<file path="config.mk">
export PLATFORM = sky130hd
export DESIGN_NAME = tx_feed_queue
export DESIGN_NICKNAME = d
export VERILOG_FILES = /design/src/rtl/tx_feed_queue.sv
export SDC_FILE = /design/constraint.sdc
export NUM_CORES = 1
export LEC_CHECK = 0
export BUFFER_PORTS_ARGS = -buffer_cell sky130_fd_sc_hd__buf_2
export CORE_UTILIZATION = 54
export DETAILED_ROUTE_END_ITERATION = 8
export PLACE_DENSITY = 0.74
export SETUP_SLACK_MARGIN = 0.15
export SLEW_MARGIN = 20
export SYNTH_ARGS = -nofsm -noshare
export SYNTH_HDL_FRONTEND = slang
export SYNTH_SLANG_ARGS = --single-unit
</file>
<file path="constraint.sdc">
create_clock -name clk -period 5.4 [get_ports clk]
set_input_delay 0.54 -clock clk [delete_from_list [all_inputs] [get_ports clk]]
set_output_delay 0.54 -clock clk [all_outputs]
set_load 0.02 [all_outputs]
</file>
<file path="src/rtl/tx_feed_queue.sv">
// tx_feed_queue: FIFO feeder for the serial transmitter (dclk_tx_bram).
// Buffers WIDTH-bit producer items and hands them to the transmitter one
// at a time through the req / parallel_out handshake, pacing on tx_busy.
// Optional build macro TX_FEED_TIMEOUT_EN: re-pulses req when tx_busy does
// not rise within ACK_TIMEOUT cycles and flags it on timeout_err. Without the
// macro, ACK waits indefinitely and timeout_err is tied low.
module tx_feed_queue #(
    parameter int unsigned WIDTH       = 40,
    parameter int unsigned DEPTH       = 8,
    parameter int unsigned GAP_CYCLES  = 1,
    parameter int unsigned ACK_TIMEOUT = 16
) (
    input  logic                   clk,
    input  logic                   reset,
    input  logic                   en,
    input  logic [WIDTH-1:0]       item_in,
    input  logic                   item_wr,
    output logic                   full,
    output logic                   almost_full,
    output logic [$clog2(DEPTH):0] count,
    output logic                   overflow,
    input  logic                   tx_busy,
    output logic                   req,
    output logic [WIDTH-1:0]       parallel_out,
    output logic                   timeout_err
);

    localparam int unsigned PTR_W = $clog2(DEPTH);
    localparam int unsigned CNT_W = PTR_W + 1;
    localparam int unsigned GAP_W = (GAP_CYCLES > 1) ? $clog2(GAP_CYCLES) : 1;
    localparam logic [GAP_W-1:0] GAP_LAST = GAP_W'((GAP_CYCLES > 0) ? GAP_CYCLES - 1 : 0);

    typedef enum logic [2:0] {
        S_IDLE,
        S_REQ,
        S_ACK,
        S_BUSY,
        S_GAP
    } state_t;

    state_t             state_q, state_d;
    logic [GAP_W-1:0]   gap_q, gap_d;
    logic [WIDTH-1:0]   mem [DEPTH];
    logic [PTR_W-1:0]   wr_ptr_q, wr_ptr_d;
    logic [PTR_W-1:0]   rd_ptr_q, rd_ptr_d;
    logic [CNT_W-1:0]   count_q, count_d;
    logic               overflow_q, overflow_d;
    logic [WIDTH-1:0]   pout_q, pout_d;
    logic               push;
    logic               pop;

    // full is taken from the registered count, so a same-cycle pop never
    // makes room for a push into a full FIFO.
    assign full        = (count_q == CNT_W'(DEPTH));
    assign almost_full = (count_q >= CNT_W'(DEPTH - 1));
    assign count       = count_q;
    assign overflow    = overflow_q;
    assign parallel_out = pout_q;
    assign req         = (state_q == S_REQ);

    assign push = item_wr && !full;
    assign pop  = (state_q == S_IDLE) && en && (count_q != '0) && !tx_busy;

`ifdef TX_FEED_TIMEOUT_EN
    localparam int unsigned TMO_W = (ACK_TIMEOUT > 0) ? $clog2(ACK_TIMEOUT + 1) : 1;
    localparam logic [TMO_W-1:0] TMO_LAST = TMO_W'(ACK_TIMEOUT);

    logic [TMO_W-1:0] tmo_q, tmo_d;
    logic             tmo_err_q, tmo_err_d;
    logic             tmo_hit;

    // ACK lasts TMO_LAST+1 cycles before a retry, giving a req period of ACK_TIMEOUT+2.
    assign tmo_hit     = (state_q == S_ACK) && !tx_busy && (tmo_q == TMO_LAST);
    assign timeout_err = tmo_err_q;

    // Timeout counter runs only while waiting for tx_busy in ACK.
    always_comb begin
        tmo_d     = '0;
        tmo_err_d = tmo_err_q;
        if (state_q == S_ACK && !tx_busy) begin
            if (tmo_hit) begin
                tmo_d     = '0;
                tmo_err_d = 1'b1;
            end else begin
                tmo_d = tmo_q + 1'b1;
            end
        end
    end

    // Timeout counter and sticky error flag registers.
    always_ff @(posedge clk) begin
        if (reset) begin
            tmo_q     <= '0;
            tmo_err_q <= 1'b0;
        end else begin
            tmo_q     <= tmo_d;
            tmo_err_q <= tmo_err_d;
        end
    end
`else
    assign timeout_err = 1'b0;
`endif

    // Transfer FSM next state and gap counter.
    always_comb begin
        state_d = state_q;
        gap_d   = gap_q;
        unique case (state_q)
            S_IDLE: begin
                if (pop) state_d = S_REQ;
            end
            S_REQ: begin
                state_d = S_ACK;
            end
            S_ACK: begin
                if (tx_busy) begin
                    state_d = S_BUSY;
                end
`ifdef TX_FEED_TIMEOUT_EN
                else if (tmo_hit) begin
                    state_d = S_REQ;
                end
`endif
            end
            S_BUSY: begin
                if (!tx_busy) begin
                    gap_d   = '0;
                    state_d = (GAP_CYCLES > 0) ? S_GAP : S_IDLE;
                end
            end
            S_GAP: begin
                if (gap_q == GAP_LAST) begin
                    state_d = S_IDLE;
                end else begin
                    gap_d = gap_q + 1'b1;
                end
            end
            default: begin
                state_d = S_IDLE;
            end
        endcase
    end

    // FIFO pointers, occupancy, overflow flag and output holding register.
    always_comb begin
        wr_ptr_d   = wr_ptr_q;
        rd_ptr_d   = rd_ptr_q;
        count_d    = count_q;
        overflow_d = overflow_q;
        pout_d     = pout_q;
        if (push) wr_ptr_d = wr_ptr_q + 1'b1;
        if (item_wr && full) overflow_d = 1'b1;
        if (pop) begin
            rd_ptr_d = rd_ptr_q + 1'b1;
            pout_d   = mem[rd_ptr_q];
        end
        if (push && !pop) begin
            count_d = count_q + 1'b1;
        end else if (!push && pop) begin
            count_d = count_q - 1'b1;
        end
    end

    // FIFO storage; contents are not reset, the pointers define validity.
    always_ff @(posedge clk) begin
        if (push) mem[wr_ptr_q] <= item_in;
    end

    // Control and output registers; reset drops any in-flight transfer.
    always_ff @(posedge clk) begin
        if (reset) begin
            state_q    <= S_IDLE;
            gap_q      <= '0;
            wr_ptr_q   <= '0;
            rd_ptr_q   <= '0;
            count_q    <= '0;
            overflow_q <= 1'b0;
            pout_q     <= '0;
        end else begin
            state_q    <= state_d;
            gap_q      <= gap_d;
            wr_ptr_q   <= wr_ptr_d;
            rd_ptr_q   <= rd_ptr_d;
            count_q    <= count_d;
            overflow_q <= overflow_d;
            pout_q     <= pout_d;
        end
    end

endmodule
</file>
[Yosys cells after proc, flatten, opt, wreduce, memory -nomap -nowiden]
Memory sizes are Yosys's and may differ from the RTL's. A register that Yosys moved wholly into a read port is not among the register bits.
Index checks and enable logic that the tools add are counted.
Operators by class
  $add $sub $neg: 5
  $lt $le $gt $ge: 1
  equality and inequality tests: 9
  mux-type cells: 12
  reductions and logical operators: 17
Operators by type and width (number)
  3-bit case mux with 5 select lines: 1
  3-bit two-way mux: 4
  4-bit two-way mux: 2
  2-bit != test, second input constant: 4
  1-bit logical AND: 7
  3-bit by 1-bit adder with 3-bit output, second input constant: 2
  3-bit by 2-bit equality test with 1-bit output, second input constant: 2
  4-bit by 1-bit adder with 4-bit output, second input constant: 1
  4-bit equality test, second input constant: 1
  4-bit by 3-bit greater-or-equal comparator with 1-bit output, second input constant: 1
  1-bit logical NOT: 4
  1-bit two-way mux: 4
  4-bit AND reduction: 1
  2-bit nonzero test: 2
  4-bit nonzero test: 1
  4-bit by 1-bit subtractor with 4-bit output, second input constant: 1
  3-bit by 1-bit equality test with 1-bit output, second input constant: 1
  3-bit equality test, second input constant: 1
  3-bit logical NOT: 1
  1-bit case mux with 2 select lines: 1
  2-bit AND reduction: 1
  1-bit adder, second input constant: 1
Storage, ports and cells
  register bits: 15
  RAM bits: 320
  input bits: 45
  output and inout bits: 49
  logic and storage cells: 51
  memories: 1
Memories
  mem: depth 8, bits a word 40, rd ports 1, clocked after Yosys merged registers in 1, wr ports 1, line 43  | logic [WIDTH-1:0] mem [DEPTH];

[Logic depth before layout (Yosys ltp)]
  depth in word-level cells: 7
  mapped depth: 11
  depth with buffers taken out: 10

[Least setup slack after synthesis]
OpenSTA, ideal clock, no wires.
  kind: reg2reg
  start: reg count_q[0], in the netlist count[0]
  end: mem mem[0][0], enable pin
  library setup time: 0.537 ns
  data arrival time: 4.700 ns
  data required time: 4.863 ns
  path slack: 0.163 ns
  stages on the path, launching flop included: 4
  path buffers: 0
  period minus slack after synthesis: 5.237 ns
  cells stage by stage: dfxtp_1 -> or4b_2 -> nand2_1 -> nor4_1
Between the ends
  longest elaborated chain between the ends: 5
RTL lines
  from (decl): line 46  | logic [CNT_W-1:0] count_q, count_d;
  from (signal assigned): line 184  | count_q <= count_d;
  4-bit equality test: line 54  | assign full = (count_q == CNT_W'(DEPTH));
  1-bit logical NOT: line 61  | assign push = item_wr && !full;
  1-bit logical AND: line 61
  1-bit two-way mux: line 166  | if (push) mem[wr_ptr_q] <= item_in;
  1-bit two-way mux (implied by the code): line 166
  to (decl): line 43
Every way passes these cells.

[Final worst setup path]
  start: reg count_q[0], in the netlist count[0]
  end: reg count_q[3], in the netlist count[3]
Between the ends
  longest elaborated chain between the ends: 6
  elaborated cells on any way between the ends: 15
  classes of those cells: add/sub: 2; eq/ne: 1; mux: 2; reduce/logical: 10
RTL lines
  4-bit equality test (*): line 54
  1-bit logical NOT (*): line 61
  1-bit logical AND (*): line 61
  named net push: line 49  | logic push;
  1-bit logical NOT: line 159  | end else if (!push && pop) begin
  1-bit logical AND: line 159
  2-bit nonzero test (no source line)
Mark *: on every way through the listed nets, which the timed path passes. The rest lies on a longest branch. The select of a mux whose other input is x is not followed.
A chain may end at the register's enable or synchronous reset.

==> metrics.yaml <==
status: "finished clean"
busiest_layer: "met2"
wl_per_cell_um: 23.68
ys_warn_count: 0
fmax_ghz: 0.3127
grt_pass1_vias: 7320
io_pins: 94
grt_max_degree: 83
yosys.area.top_type: "edfxtp_1"
cts_max_path_buffers: 3
avgViaCountPerCell: 5.903
yosysSeqAreaShare_pct: 75.56
grt_pass1_wl_um: 41670
critPathLaunchType: "flip-flop"
rsz0062_at_grt: "false"
worstMarginPinSlew_ns: 1.136
reg2reg_setup_slack_ns: 2.20
use_met2_pct: 37.69
intPower_w: 0.005467
grt_antenna_before_repair: 5
finClkSkew_ns: 0.01827
design_area_mm2: 0.01622
syn_inst: 686
max_slew_margin_pct: 24.26
path_buf_inv: 2
grt_use_total_pct: 21.25
clk_pin_slew_ns: 0.06
rows: 58
fp.dieW_um: 163.9
post-cts-setup-buffer-count: 0
root_buffer: "clkbuf_16"
cp_cell_sequence: "or4b_2 -> nand2_1 -> inv_1 -> ha_1 -> inv_1 -> ha_1 -> a21oi_1 -> a211oi_1 -> a31oi_1 -> mux2_2"
routabilityCongestion: 0.7244
synth_area_leaders: "edfxtp_1, mux4_2, dfxtp_1"
crit_family: "simple AND/OR/NAND/NOR gates"
initial_core_util_pct: 55.55
cts_tree: "yes"
gr-usage-met1_pct: 26.68
ys_seq_elements: 374
hold_violations: 0
routed_wirelength_um: 27270
syn_avg_cell_area_um2: 20.62
syn_to_final_growth_pct: 14.64
core_area_mm2: 0.02547
hold_path_class: "in -> reg"
holdBufCountCts: 0
setup_tns_ns: 0
detail_route.iter0.violations: 553
slowest_delay_ns: 0.73
die_area_mm2: 0.02685
synth_top_area_share_pct: 67.92
end_kind: "flip-flop"
setup_viol: 0
cts-resized-gates: 0
total_power_w: 0.007321
numCtsBuffers: 37
ir_drop_mv: 0.2878
dr.pass1.iters: 4
drive_gt1_share_pct: 35.04
p_clk_share_pct: 35.2
critical_path_class: "reg -> reg"
drc: 0
power_frac_seq_pct: 48.2
finalCriticalPeriod_ns: 3.198
dieHeight_um: 163.9
post_dp_cell_area_mm2: 0.01498
antenna_left: 0
cpMaxStageDelayCell: "or4b_2"
power_density_mw_per_mm2: 451.3
min_period_over_period_pct: 59.23
cts_htree_levels: 2
grt_remaining_overflow: 0
syn-num-nets: 737
crit_arrival_ns: 3.60
clk_latency_ns: 0.52
switching_share_pct: 25.33
port_buffers: 92
switchingPower_w: 0.001854
dp_hpwl_um: 14320
p_leak_nw: 5.214
met3_usage_pct: 4.015
nNetsFinal: 841
synth_cell_type_count: 32
pwr-share-comb_pct: 16.6
clock-sinks: 374
drv_cap: 0
maxSlewViolCount: 0
path_max_fanout: 7
cp.required_ns: 5.81
dr_total_vias: 6800
syn_area_mm2: 0.01415
==> path summary, 6_finish.rpt <==
path | start | endpoint | depth (start not counted)
hold reg to reg | overflow | overflow | 2
setup / recovery | count[0] | count[3] | 10
hold / removal | tx_busy | state_q[2] | 2
setup reg to reg | count[0] | count[3] | 10
==> state kept, by name, indices dropped and copies added (netlist names) <==
| name | count |
|---|---|
| mem | 320 |
| parallel_out | 40 |
| count | 4 |
| rd_ptr_q | 3 |
| state_q | 3 |
| wr_ptr_q | 3 |
| overflow | 1 |
==> through the flow <==
stage	std cells	hold WS (ns)	utilization, %	worst slack (ns)
global route	1151	0.2249	63.67	2.074
global placement	1081	0.4506	58.82	2.417
detailed placement	1081	0.4605	58.82	2.239
floorplan	686	0.4610	-	0.1630
CTS	1149	0.2215	63.65	2.220
finish	1152	0.2334	63.68	2.202
==> routing by layer <==
metal / vias up / wire [µm]
met5: - / 26
met4: 4 / 417
met3: 41 / 1379
met2: 200 / 14450
met1: 3554 / 11000
li1: 3001 / -
==> power by group through the flow <==
stage | Combinational, W | Sequential [W] | Clock, W
2_1_floorplan | 0.000819 | 0.00366 | 0
3_3_place_gp | 0.00119 | 0.00357 | 0
6_report | 0.00121 | 0.00353 | 0.00258
4_1_cts | 0.00123 | 0.00353 | 0.00262
5_1_grt | 0.00131 | 0.00356 | 0.00271
3_5_place_dp | 0.00122 | 0.00359 | 0
==> cells in the final DEF, fill, tap and decap left out, drive strengths merged, types with 3 or more instances in the layout <==
master  instances
nor2           57
mux2i          41
bufinv          4
diode           3
a21oi           6
nand2           8
inv             5
a211oi         41
dfxtp          54
mux4           80
clkinv         12
xnor2           4
ha              5
clkbuf         50
nor3            6
nor4            4
edfxtp        320
buf           105
==> kinds of logic after synthesis <==
kind of cell             after synthesis  synth area share, %
flip-flops                           374                75.56
multiplexers                         122                15.71
AND/OR/NAND/NOR                       84                2.635
AO/OA/AOI/OAI                         49                3.555
buffers and inverters                 44                1.556
adder cells (fa/ha/maj)                6               0.5837
XOR/XNOR                               6               0.3714
other                                  1              0.02650
==> synthesized netlist by cell type <==
master    count
nor4b_1       1
a31oi_1       1
or4b_2        1
edfxtp_1    320
nor3_1        5
xor2_1        2
nand3_1       2
a211oi_2     30
or4b_4        1
mux2i_1      41
clkbuf_1     21
a31o_2        1
a21oi_1       6
buf_2        11
mux4_2       80
inv_1         4
mux2_2        1
nor3_2        1
buf_4         5
nor2_1       57
nand2b_1      2
fa_1          1
nor2b_1       1
a211oi_1     11
buf_6         3
nor3b_1       1
nand2_1       8
ha_1          5
conb_1        1
dfxtp_1      54
xnor2_1       4
nor4_1        4
==> area by class of cell <==
cell class                 count  area [µm²]
clock inverter                18       192.7
tap                          330       412.9
antenna                        3       7.507
fill                        1717        9251
clock buffer                  50        1037
inverter                       4       15.01
timing repair buffer         105       560.5
multi-input combinational    268        3293
sequential                   374       10700
No activity file was read; power rests on OpenSTA's default activity.
